--- config.mk ---
export PLATFORM = sky130hd
export DESIGN_NAME = trig_event_fifo
export DESIGN_NICKNAME = d
export VERILOG_FILES = /design/src/rtl/trig_pkg.sv /design/src/rtl/trig_event_ram.sv /design/src/rtl/trig_event_fifo.sv
export SDC_FILE = /design/constraint.sdc
export NUM_CORES = 1
export LEC_CHECK = 0
export ABC_AREA = 1
export BUFFER_PORTS_ARGS = -buffer_cell sky130_fd_sc_hd__buf_2
export CAP_MARGIN = 20
export CORE_UTILIZATION = 45
export CTS_CLUSTER_SIZE = 14
export DETAILED_ROUTE_END_ITERATION = 8
export GPL_ROUTABILITY_DRIVEN = 0
export PLACE_DENSITY = 0.61
export SETUP_SLACK_MARGIN = 0.2
export SLEW_MARGIN = 5
export SYNTH_ARGS = -nofsm -noshare
export SYNTH_HDL_FRONTEND = slang
export SYNTH_SLANG_ARGS = --single-unit
--- constraint.sdc ---
create_clock -name pll_clk -period 4.1 [get_ports pll_clk]
set_input_delay 0.615 -clock pll_clk [delete_from_list [all_inputs] [get_ports pll_clk]]
set_output_delay 0.615 -clock pll_clk [all_outputs]
set_load 0.005 [all_outputs]
--- src/rtl/trig_pkg.sv ---
// Shared definitions for the trigger-ID event path: event widths, record layout
// and field offsets the SPI serializer uses to slice a 40-bit event.
package trig_pkg;
    localparam int ID_W  = 16;
    localparam int TS_W  = 24;
    localparam int EVT_W = ID_W + TS_W;

    localparam int EVT_TS_LSB = 0;
    localparam int EVT_TS_MSB = TS_W - 1;
    localparam int EVT_ID_LSB = TS_W;
    localparam int EVT_ID_MSB = EVT_W - 1;

    typedef struct packed {
        logic [ID_W-1:0] id;
        logic [TS_W-1:0] ts;
    } trig_evt_t;

    function automatic trig_evt_t evt_pack(input logic [ID_W-1:0] id, input logic [TS_W-1:0] ts);
        trig_evt_t e;
        e.id = id;
        e.ts = ts;
        return e;
    endfunction
endpackage

--- src/rtl/trig_event_ram.sv ---
// Simple dual-port event store: synchronous write, registered read.
// A read of the address being written in the same cycle returns the old word.
module trig_event_ram #(
    parameter int DEPTH = 16,
    parameter int W     = 40,
    localparam int AW   = $clog2(DEPTH)
) (
    input  logic          clk,
    input  logic          we,
    input  logic [AW-1:0] waddr,
    input  logic [W-1:0]  wdata,
    input  logic          re,
    input  logic [AW-1:0] raddr,
    output logic [W-1:0]  rdata
);
    logic [W-1:0] mem [DEPTH];
    logic [W-1:0] rdata_q;

    always_ff @(posedge clk) begin
        if (we) mem[waddr] <= wdata;
        if (re) rdata_q <= mem[raddr];
    end

    assign rdata = rdata_q;
endmodule

--- src/rtl/trig_event_fifo.sv ---
// Timestamped trigger-ID event queue drained by the MCU over SPI.
// First-word-fall-through head, overflow drop counter, active-low pending interrupt.
module trig_event_fifo #(
    parameter int DEPTH = 16,
    parameter int TS_W  = trig_pkg::TS_W,
    parameter int ID_W  = trig_pkg::ID_W,
    localparam int AW   = $clog2(DEPTH),
    localparam int CW   = AW + 1,
    localparam int EW   = ID_W + TS_W
) (
    input  logic            pll_clk,
    input  logic            reset,
    input  logic            id_valid,
    input  logic [ID_W-1:0] id_data,
    input  logic            ts_clear,
    input  logic            pop,
    output logic [EW-1:0]   head_data,
    output logic            empty,
    output logic            full,
    output logic [CW-1:0]   count,
    output logic [7:0]      dropped,
    input  logic            drop_clr,
    output logic            interrupt
);
    logic [TS_W-1:0] ts_q;
    logic [AW:0]     wr_q, wr_d, rd_q, rd_d;
    logic [CW-1:0]   count_q, count_d;
    logic [7:0]      drop_q, drop_d;
    logic            empty_q, full_q, irq_n_q;
    logic            byp_q;
    logic [EW-1:0]   byp_data_q, ram_rdata, wdata;
    logic            push_acc, pop_acc, ovf, byp, ram_re, full_d;

    always_comb begin
        pop_acc  = pop && !empty_q;
        push_acc = id_valid && (!full_q || pop);
        ovf      = id_valid && !push_acc;
        wdata    = {id_data, ts_q};
        wr_d     = wr_q + {{AW{1'b0}}, push_acc};
        rd_d     = rd_q + {{AW{1'b0}}, pop_acc};
        count_d  = count_q + {{AW{1'b0}}, push_acc} - {{AW{1'b0}}, pop_acc};
        full_d   = (wr_d[AW] != rd_d[AW]) && (wr_d[AW-1:0] == rd_d[AW-1:0]);
        // The incoming word becomes the head when nothing else is left ahead of it;
        // the RAM cannot return it this cycle, so it is captured directly.
        byp      = push_acc && (count_q == {{AW{1'b0}}, pop_acc});
        // Skip the read when the queue drains so head_data keeps its last value.
        ram_re   = (count_d != '0) && !byp;
        drop_d   = drop_q;
        if (drop_clr)
            drop_d = ovf ? 8'd1 : 8'd0;
        else if (ovf && drop_q != 8'hFF)
            drop_d = drop_q + 8'd1;
    end

    always_ff @(posedge pll_clk) begin
        if (!reset) begin
            ts_q       <= '0;
            wr_q       <= '0;
            rd_q       <= '0;
            count_q    <= '0;
            drop_q     <= '0;
            empty_q    <= 1'b1;
            full_q     <= 1'b0;
            irq_n_q    <= 1'b1;
            byp_q      <= 1'b1;
            byp_data_q <= '0;
        end else begin
            ts_q    <= ts_clear ? '0 : ts_q + 1'b1;
            wr_q    <= wr_d;
            rd_q    <= rd_d;
            count_q <= count_d;
            drop_q  <= drop_d;
            empty_q <= (count_d == '0);
            full_q  <= full_d;
            irq_n_q <= (count_d == '0);
            if (byp) begin
                byp_q      <= 1'b1;
                byp_data_q <= wdata;
            end else if (ram_re) begin
                byp_q      <= 1'b0;
            end
        end
    end

    trig_event_ram #(.DEPTH(DEPTH), .W(EW)) u_ram (
        .clk   (pll_clk),
        .we    (push_acc),
        .waddr (wr_q[AW-1:0]),
        .wdata (wdata),
        .re    (ram_re),
        .raddr (rd_d[AW-1:0]),
        .rdata (ram_rdata)
    );

    assign head_data = byp_q ? byp_data_q : ram_rdata;
    assign empty     = empty_q;
    assign full      = full_q;
    assign count     = count_q;
    assign dropped   = drop_q;
    assign interrupt = irq_n_q;
endmodule
Word level (Yosys, flattened, before mapping)
Memories as Yosys holds them, arrays and structs flattened. A register that Yosys moved wholly into a read port is not among the register bits.
Cells that the tools add are included.
- add/subtract/negate cells: 6
- equality and inequality tests: 4
- multiplexer cells: 6
- bitwise gates (word level): 1
- reductions and logical operators: 17
- operator list (cell ; count):
    40-bit 2-to-1 mux ; 1
    24-bit by 1-bit adder with 24-bit output, second input constant ; 1
    8-bit 2-to-1 mux ; 2
    5-bit by 1-bit adder with 5-bit output ; 3
    8-bit by 1-bit adder with 8-bit output, second input constant ; 1
    8-bit != test, second input constant ; 1
    1-bit logical AND ; 7
    5-bit by 1-bit == test with 1-bit output ; 1
    5-bit zero test ; 1
    5-bit nonzero test ; 1
    5-bit by 1-bit subtractor with 5-bit output ; 1
    4-bit == test ; 1
    1-bit zero test ; 4
    2-bit OR reduction ; 2
    1-bit 2-to-1 mux ; 3
    2-bit nonzero test ; 1
    1-bit logical OR ; 1
    1-bit != test ; 1
    1-bit NOT ; 1
- register bits: 90
- RAM bits: 640
- output and inout port bits: 56
- word-level logic and storage cells: 44
- memories: 1
- memory list (memory ; depth ; bits a word ; read ports ; clocked after memory_dff ; wr ports ; line ; text):
    u_ram.mem ; 16 ; 40 ; 1 ; 1 ; 1 ; trig_event_ram.sv:16 ; logic [W-1:0] mem [DEPTH];

Logic depth before layout (Yosys ltp)
Gate-level depths: netlist of the first run.
- depth in word-level cells: 8
- mapped depth: 15

By module
A second synthesis of the first run with hierarchy kept.
- cell total of the unflattened synthesis: 3248
- area total of the unflattened synthesis: 33280.7 um^2
- by module, submodules not included (module ; instances ; cells each ; area each (um^2)):
    trig_event_ram ; 1 ; 2643 ; 28691.3
    trig_event_fifo ; 1 ; 605 ; 4589.4

Worst setup path after synthesis of the first run
No wires, ideal clock.
- path kind: input port to flip-flop
- start: input pop
- end: register u_ram.rdata_q[0], in the netlist u_ram.rdata[0], read port of u_ram.mem (enable)
- setup time: 401 ps
- data arrival time: 3192 ps
- setup slack: 507 ps
- stages on the path: 11
- path through: o21ai_0 -> ha_1 -> inv_1 -> ha_1 -> inv_1 -> fa_1 -> nand3b_1 -> nand3_1 -> nand2_1 -> nand3_1 -> and2_1
- cells in the longest elaborated chain, start to end: 6
- ends and longest elaborated chain (element ; line ; text):
    start: declaration ; trig_event_fifo.sv:16 ; input logic pop,
    1-bit logical OR ; trig_event_fifo.sv:36 ; push_acc = id_valid && (!full_q || pop);
    1-bit logical AND ; trig_event_fifo.sv:36 ;
    5-bit by 1-bit adder with 5-bit output ; trig_event_fifo.sv:41 ; count_d = count_q + {{AW{1'b0}}, push_acc} - {{AW{1'b0}}, pop_acc};
    5-bit by 1-bit subtractor with 5-bit output ; trig_event_fifo.sv:41 ;
    5-bit nonzero test ; trig_event_fifo.sv:47 ; ram_re = (count_d != '0) && !byp;
    1-bit logical AND * ; trig_event_fifo.sv:47 ;
    net ram_re ; trig_event_fifo.sv:32 ; logic push_acc, pop_acc, ovf, byp, ram_re, full_d;
    end: declaration ; trig_event_ram.sv:17 ; logic [W-1:0] rdata_q;
Mark *: on every way through the listed nets, which the timed path passes. The rest lies on a longest branch.
A chain may end at the register's enable or synchronous reset.

Worst setup path after layout of the first run
- start: register full_q, in the netlist full
- end: register u_ram.rdata_q[8], in the netlist u_ram.rdata[8], read port of u_ram.mem (enable)
- cells in the longest elaborated chain, start to end: 7
- ends and longest elaborated chain (element ; line ; text):
    start: declaration ; trig_event_fifo.sv:29 ; logic empty_q, full_q, irq_n_q;
    start signal: assignment ; trig_event_fifo.sv:74 ; full_q <= full_d;
    1-bit zero test * ; trig_event_fifo.sv:36 ;
    1-bit logical OR * ; trig_event_fifo.sv:36 ;
    1-bit logical AND * ; trig_event_fifo.sv:36 ;
    5-bit by 1-bit adder with 5-bit output ; trig_event_fifo.sv:41 ;
    5-bit by 1-bit subtractor with 5-bit output ; trig_event_fifo.sv:41 ;
    5-bit nonzero test ; trig_event_fifo.sv:47 ;
    1-bit logical AND * ; trig_event_fifo.sv:47 ;
    net ram_re ; trig_event_fifo.sv:32 ;
Marked as above.

==> results of run 1 <==
## metrics by stage
step	instance area, sq um	cells
floorplan	30900	2665
global placement	32600	3512
detailed placement	32600	3512
CTS	35200	3662
global route	35200	3664
finish	35200	3664
## registers in the layout, summed over array words and instances (netlist names)
signal and cells:
byp_data_q 40, byp_q 1, count 5, dropped 8, full 1, interrupt 1
rd_q 5, ts_q 24, u_ram.mem 640, u_ram.rdata 40, wr_q 5
## synth_stat cells (all sizes together)
library cell  instances
fa                    1
nand2               152
nor2                776
o211ai               40
ha                   12
nor3                  5
o21ai               372
and2                  1
clkbuf               87
xnor2                 5
inv                  75
a21oi                15
buf                  66
a211oi                1
edfxtp              680
nand4                12
xor2                  7
dfxtp                90
nand3               224
o21a                  1
mux2                 40
nand3b                3
## critical path, stage by stage, from the launching register on
cell	delay [ps]
dfxtp_1	330
inv_1	50
o21ai_0	320
ha_1	300
inv_1	60
ha_1	160
inv_1	60
fa_1	420
nand3b_1	190
nand3_1	90
nand2_1	80
nand3_1	90
and2_2	170
buf_12	340
## cells in the final DEF, fill, tap and decap left out, drive strengths merged, types with 3 or more instances in the layout
cell type	synthesis	final
a21oi	15	15
buf	66	128
bufinv	0	9
clkbuf	87	100
clkinv	0	36
dfxtp	90	90
edfxtp	680	680
ha	12	12
inv	75	79
mux2	40	40
nand2	152	152
nand3	224	224
nand3b	3	3
nand4	12	12
nor2	776	776
nor3	5	5
o211ai	40	40
o21ai	372	372
xnor2	5	5
xor2	7	7
## power groups by stage
stage	sequential, mW	combinational [mW]	clock, mW
3_3_place_gp	9.33	3.80	0
3_5_place_dp	9.35	3.85	0
6_report	9.19	3.85	7.27
4_1_cts	9.19	3.87	7.38
5_1_grt	9.23	4.29	7.67
2_1_floorplan	9.30	2.56	0
## final cells by class
cell class | count | area, sq um | area share
Inverter | 75 | 294 | 0.00835
Clock buffer | 100 | 2120 | 0.0601
Sequential cell | 770 | 22200 | 0.631
Clock inverter | 50 | 505 | 0.0144
Timing Repair Buffer | 128 | 1080 | 0.0306
Tap cell | 873 | 1090 | 0.0310
Antenna cell | 1 | 2.50 | 0.0000711
Multi-Input combinational cell | 1667 | 7900 | 0.224
## final timing paths
kind	startpoint	to	slack [ps]	cells after the start
setup / recovery	full	u_ram.rdata[8]	1090	13
hold / removal	drop_clr	dropped[1]	360	4
setup reg to reg	full	u_ram.rdata[8]	1090	13
hold reg to reg	byp_data_q[28]	byp_data_q[28]	470	2
## cell families (layout without fill, tap and decap cells)
| logic type | after synthesis | in the layout | share of synthesized area |
|---|---|---|---|
| xor gates and xnor gates | 12 | 12 | 0.00340 |
| adders and majority gates | 13 | 13 | 0.00550 |
| muxes | 40 | 40 | 0.0146 |
| and+or+nand+nor | 1173 | 1173 | 0.153 |
| buffers and inverters | 228 | 353 | 0.0318 |
| DFF | 770 | 770 | 0.719 |
| AOI/OAI and AO/OA | 429 | 429 | 0.0728 |
| other | 0 | 1 | 0 |
## metal layers
| layer | wire length (microns) | vias to the layer above |
|---|---|---|
| met5 | 0 | - |
| met4 | 1610 | 0 |
| met3 | 6150 | 116 |
| met2 | 37900 | 776 |
| met1 | 35000 | 10056 |
| li1 | - | 9483 |
==> flow_summary.ini, run 1 <==
[run_status]
status = completed

[clock_tree]
cts_tree = yes
cts_hold_buf = 0
cts_made_buffers = 80
cts_root_buf = clkbuf_16
cts_resized = 0
insertion_delay_ps = 640
ctsHtreeMaxLevel = 3
cts.reportedPaths.clkPinSlew_ps = 60
cts_sinks = 770
post_cts_buffers = 0
clock_path_buffers = 3

[detailed_routing]
drc = 0
postRouteAntennaNets = 0
vias = 20431
routed_wl_microns = 80600
wl_per_cell_microns = 22.0
via_per_inst = 5.58
dr.first_iter.drc_count = 2149
dr.pass1.iters = 5

[cells_and_area]
final_util = 0.521
nFillCells = 5665
fin_nets = 2757
area_delta_synth_final_pct = 13.9
drive_gt1_frac = 0.111

[synth]
synth_fp_nets = 2700
synthTopCellsByArea = edfxtp_1 (66%), nor2_1 (9.4%), dfxtp_1 (5.8%)
synth_cell_types = 28
yosysWarningCount = 0
ys_seq_area_frac = 0.719
synth.avg_cell_area_sq_um = 11.6
synth_area_sq_um = 30900
syn_inst = 2665
yosys_register_bits = 770
yosysTopAreaCell = edfxtp_1
yosysTopAreaCellShare = 0.660

[worst_setup_path]
startpoint_type = flop
worstSetupPathType = reg -> reg
endpoint_kind = flop
crit_required_ps = 4380
worst-path-max-fanout = 40
crit_arrival_ps = 3290

[power]
peakVddDrop_v = 0.000467
p_int_mw = 14.6
p_sw_mw = 5.73
p_clk_frac = 0.358
power_frac_seq = 0.452
power_frac_comb = 0.190
powerDensity_nw_per_um2 = 577
p_leak_nw = 12.3
totalPowerFinal_mw = 20.3
swShare = 0.282

[grt]
grt_pass1_wl_microns = 121000
grt_max_degree = 147
grt_busiest_layer = met2
first_global_vias = 19614
grt_usage = 0.231
use_met2 = 0.372
grt_use_met1 = 0.321
antenna_found_initial = 1
grt_use_met3 = 0.0422
grt_overflow = 0

[timing]
grt_setup_unrepaired = false
post-route-period-util = 0.735
whs_ps = 359
fmax_mhz = 332
worst_pin_slew_ps = 914
hold_viol_final = 0
finClkSkew_ps = 27.3
fin_setup_tns_ps = 0
slew-limit-headroom = 0.391
setup_viol = 0
slew_viol_final = 0
min_period_ps = 3010
setup_ws_ps = 1090

[placed_design]
port_buffers = 77
dp_hpwl_microns = 39100
pre_cts_slack_ps = 685

[floorplanning]
fp.dieW_microns = 264
initial_utilization = 0.457
row_count = 95
die-area_sq_um = 69800
core_region_area_sq_um = 67600
io_pins = 78
die_h_microns = 264

[min_path]
hold_class = in -> reg

[run]
drv_cap = 0
Note: power is estimated with default switching activity, not from simulation.
==> run 2, diff against run 1 <==
PLACE_DENSITY = 0.63   (was 0.61)
clock period = 2.53 ns   (was 4.1 ns; I/O delays follow)
==> flow_summary.ini, run 2 (same netlist as run 1, synthesis figures left out) <==
[timing]
grt_setup_unrepaired = true
slew-limit-headroom = 0.503
worst_pin_slew_ps = 745
slew_viol_final = 0
post-route-period-util = 1.06
hold_viol_final = 0
setup_viol = 42
fmax_mhz = 373
min_period_ps = 2680
setup_ws_ps = -152
fin_setup_tns_ps = -5300
finClkSkew_ps = 33.0

[clock_tree]
clock_path_buffers = 3
cts_root_buf = clkbuf_16
insertion_delay_ps = 650
cts.reportedPaths.clkPinSlew_ps = 60
cts_sinks = 770
ctsHtreeMaxLevel = 3
cts_tree = yes
cts_made_buffers = 81

[grt]
grt_pass1_wl_microns = 123000
grt_overflow = 0
first_global_vias = 20209
antenna_found_initial = 4
grt_usage = 0.235
grt_max_degree = 113

[min_path]
whs_endpoint = dropped[1]
hold_start = drop_clr
hold_class = in -> reg
whs_path_depth = 4

[detailed_routing]
drc = 0
postRouteAntennaNets = 0
dr.pass1.iters = 6
vias = 20886
wl_per_cell_microns = 21.9
dr.first_iter.drc_count = 2192
via_per_inst = 5.55
routed_wl_microns = 82300

[worst_setup_path]
reg2reg_from = full
startpoint_type = flop
reg2reg_depth = 15
endpoint_kind = flop
crit_required_ps = 2910
r2r_end = u_ram.rdata[12]
crit_arrival_ps = 3060
worst-path-max-fanout = 7
r2r_slack_ps = -150
worstSetupPathType = reg -> reg

[run_status]
status = finished with violations
violations = negative setup slack

[cells_and_area]
area_delta_synth_final_pct = 18.6
multiInputGateArea_sq_um = 7980
nFillCells = 5587
largest_register_ffs = 640
regArea_sq_um = 22200
final_cell_mix = nor2_1 (756), edfxtp_1 (680), nand3_1 (221), o21ai_0 (219), o21ai_1 (152)
final_common_cell = nor2_1
final_util = 0.542
drive_gt1_frac = 0.150
top_register = u_ram.mem
fin_nets = 2853

[power]
swShare = 0.285
powerDensity_nw_per_um2 = 939
power_frac_seq = 0.434
p_int_mw = 24.6
p_leak_nw = 13.1
peakVddDrop_v = 0.000550
power_frac_comb = 0.217
p_clk_frac = 0.349
p_sw_mw = 9.80

[floorplanning]
io_pins = 78
die_h_microns = 264
initial_utilization = 0.457
row_count = 95
fp.dieW_microns = 264
core_region_area_sq_um = 67600
die-area_sq_um = 69800

[placed_design]
dp_hpwl_microns = 44800
port_buffers = 77

[run]
drv_cap = 0
-- run 2: critical path, cell delays in order (launching register included) --
cell and delay [ps]:
dfxtp_2 330, inv_2 50, o21ai_4 180, ha_4 230, inv_4 50, ha_4 120
inv_2 40, fa_2 340, nand3b_1 220, nand2_1 130, nand2_2 80, nand2_2 90
nand3_2 90, and2_4 170, buf_12 140, buf_12 150
-- run 2: layout make-up --
type | count | area share
clock inverters | 35 | 0.0122
flip-flops and latches | 770 | 0.606
repair buffers | 222 | 0.0635
clock buffers | 115 | 0.0618
multi-input cells | 1667 | 0.218
inverters | 75 | 0.00839
repair inverters | 1 | 0.000307
well taps | 873 | 0.0298
diodes | 2 | 0.000136
-- run 2: worst max path at each step --
| stage | cells after the start | slack, ps | endpoint | start |
|---|---|---|---|---|
| after global placement | 13 | -200 | u_ram.rdata[20] | pop |
| after detailed placement | 13 | -200 | u_ram.rdata[17] | pop |
| after CTS | 14 | -40 | u_ram.rdata[16] | full |
| final | 15 | -150 | u_ram.rdata[12] | full |
| after global routing | 15 | -240 | u_ram.rdata[15] | full |
| after floorplan | 5 | -280 | u_ram.mem[4][0] | full |
-- run 2: stage by stage --
stage	cells	total power, mW	setup WS (ps)	hold WS, ps	instance area (sq um)
global placement	3586	21.8	-197	456	33600
finish	3760	34.4	-152	86.4	36700
floorplan	2665	19.3	-283	449	31000
detailed placement	3586	22.0	-202	468	33600
CTS	3747	34.4	-43.9	62.1	36500
global route	3760	35.8	-241	89.3	36700
-- run 2: repair_timing --
item	4_1_cts	5_1_grt
cloned	2	1
setup buffers	9	10
hold buffers	0	0
setup endpoints to repair	70	63
resized for setup	8	20
pin swaps	4	9
-- run 2: routing by layer --
metal | vias up | track usage | wire length, microns
li1 | 9665 | - | -
met1 | 10232 | 0.323 | 34600
met2 | 844 | 0.385 | 39600
met3 | 143 | 0.0357 | 6080
met4 | 2 | 0.0743 | 2010
met5 | - | 0 | 13
-- run 2: power groups by stage --
stage | Sequential (mW) | Combinational (mW) | Clock (mW)
2_1_floorplan | 15.1 | 4.22 | 0
3_3_place_gp | 15.2 | 6.61 | 0
3_5_place_dp | 15.2 | 6.73 | 0
4_1_cts | 14.9 | 7.29 | 12.2
5_1_grt | 15.0 | 8.15 | 12.7
6_report | 15.0 | 7.47 | 12.0
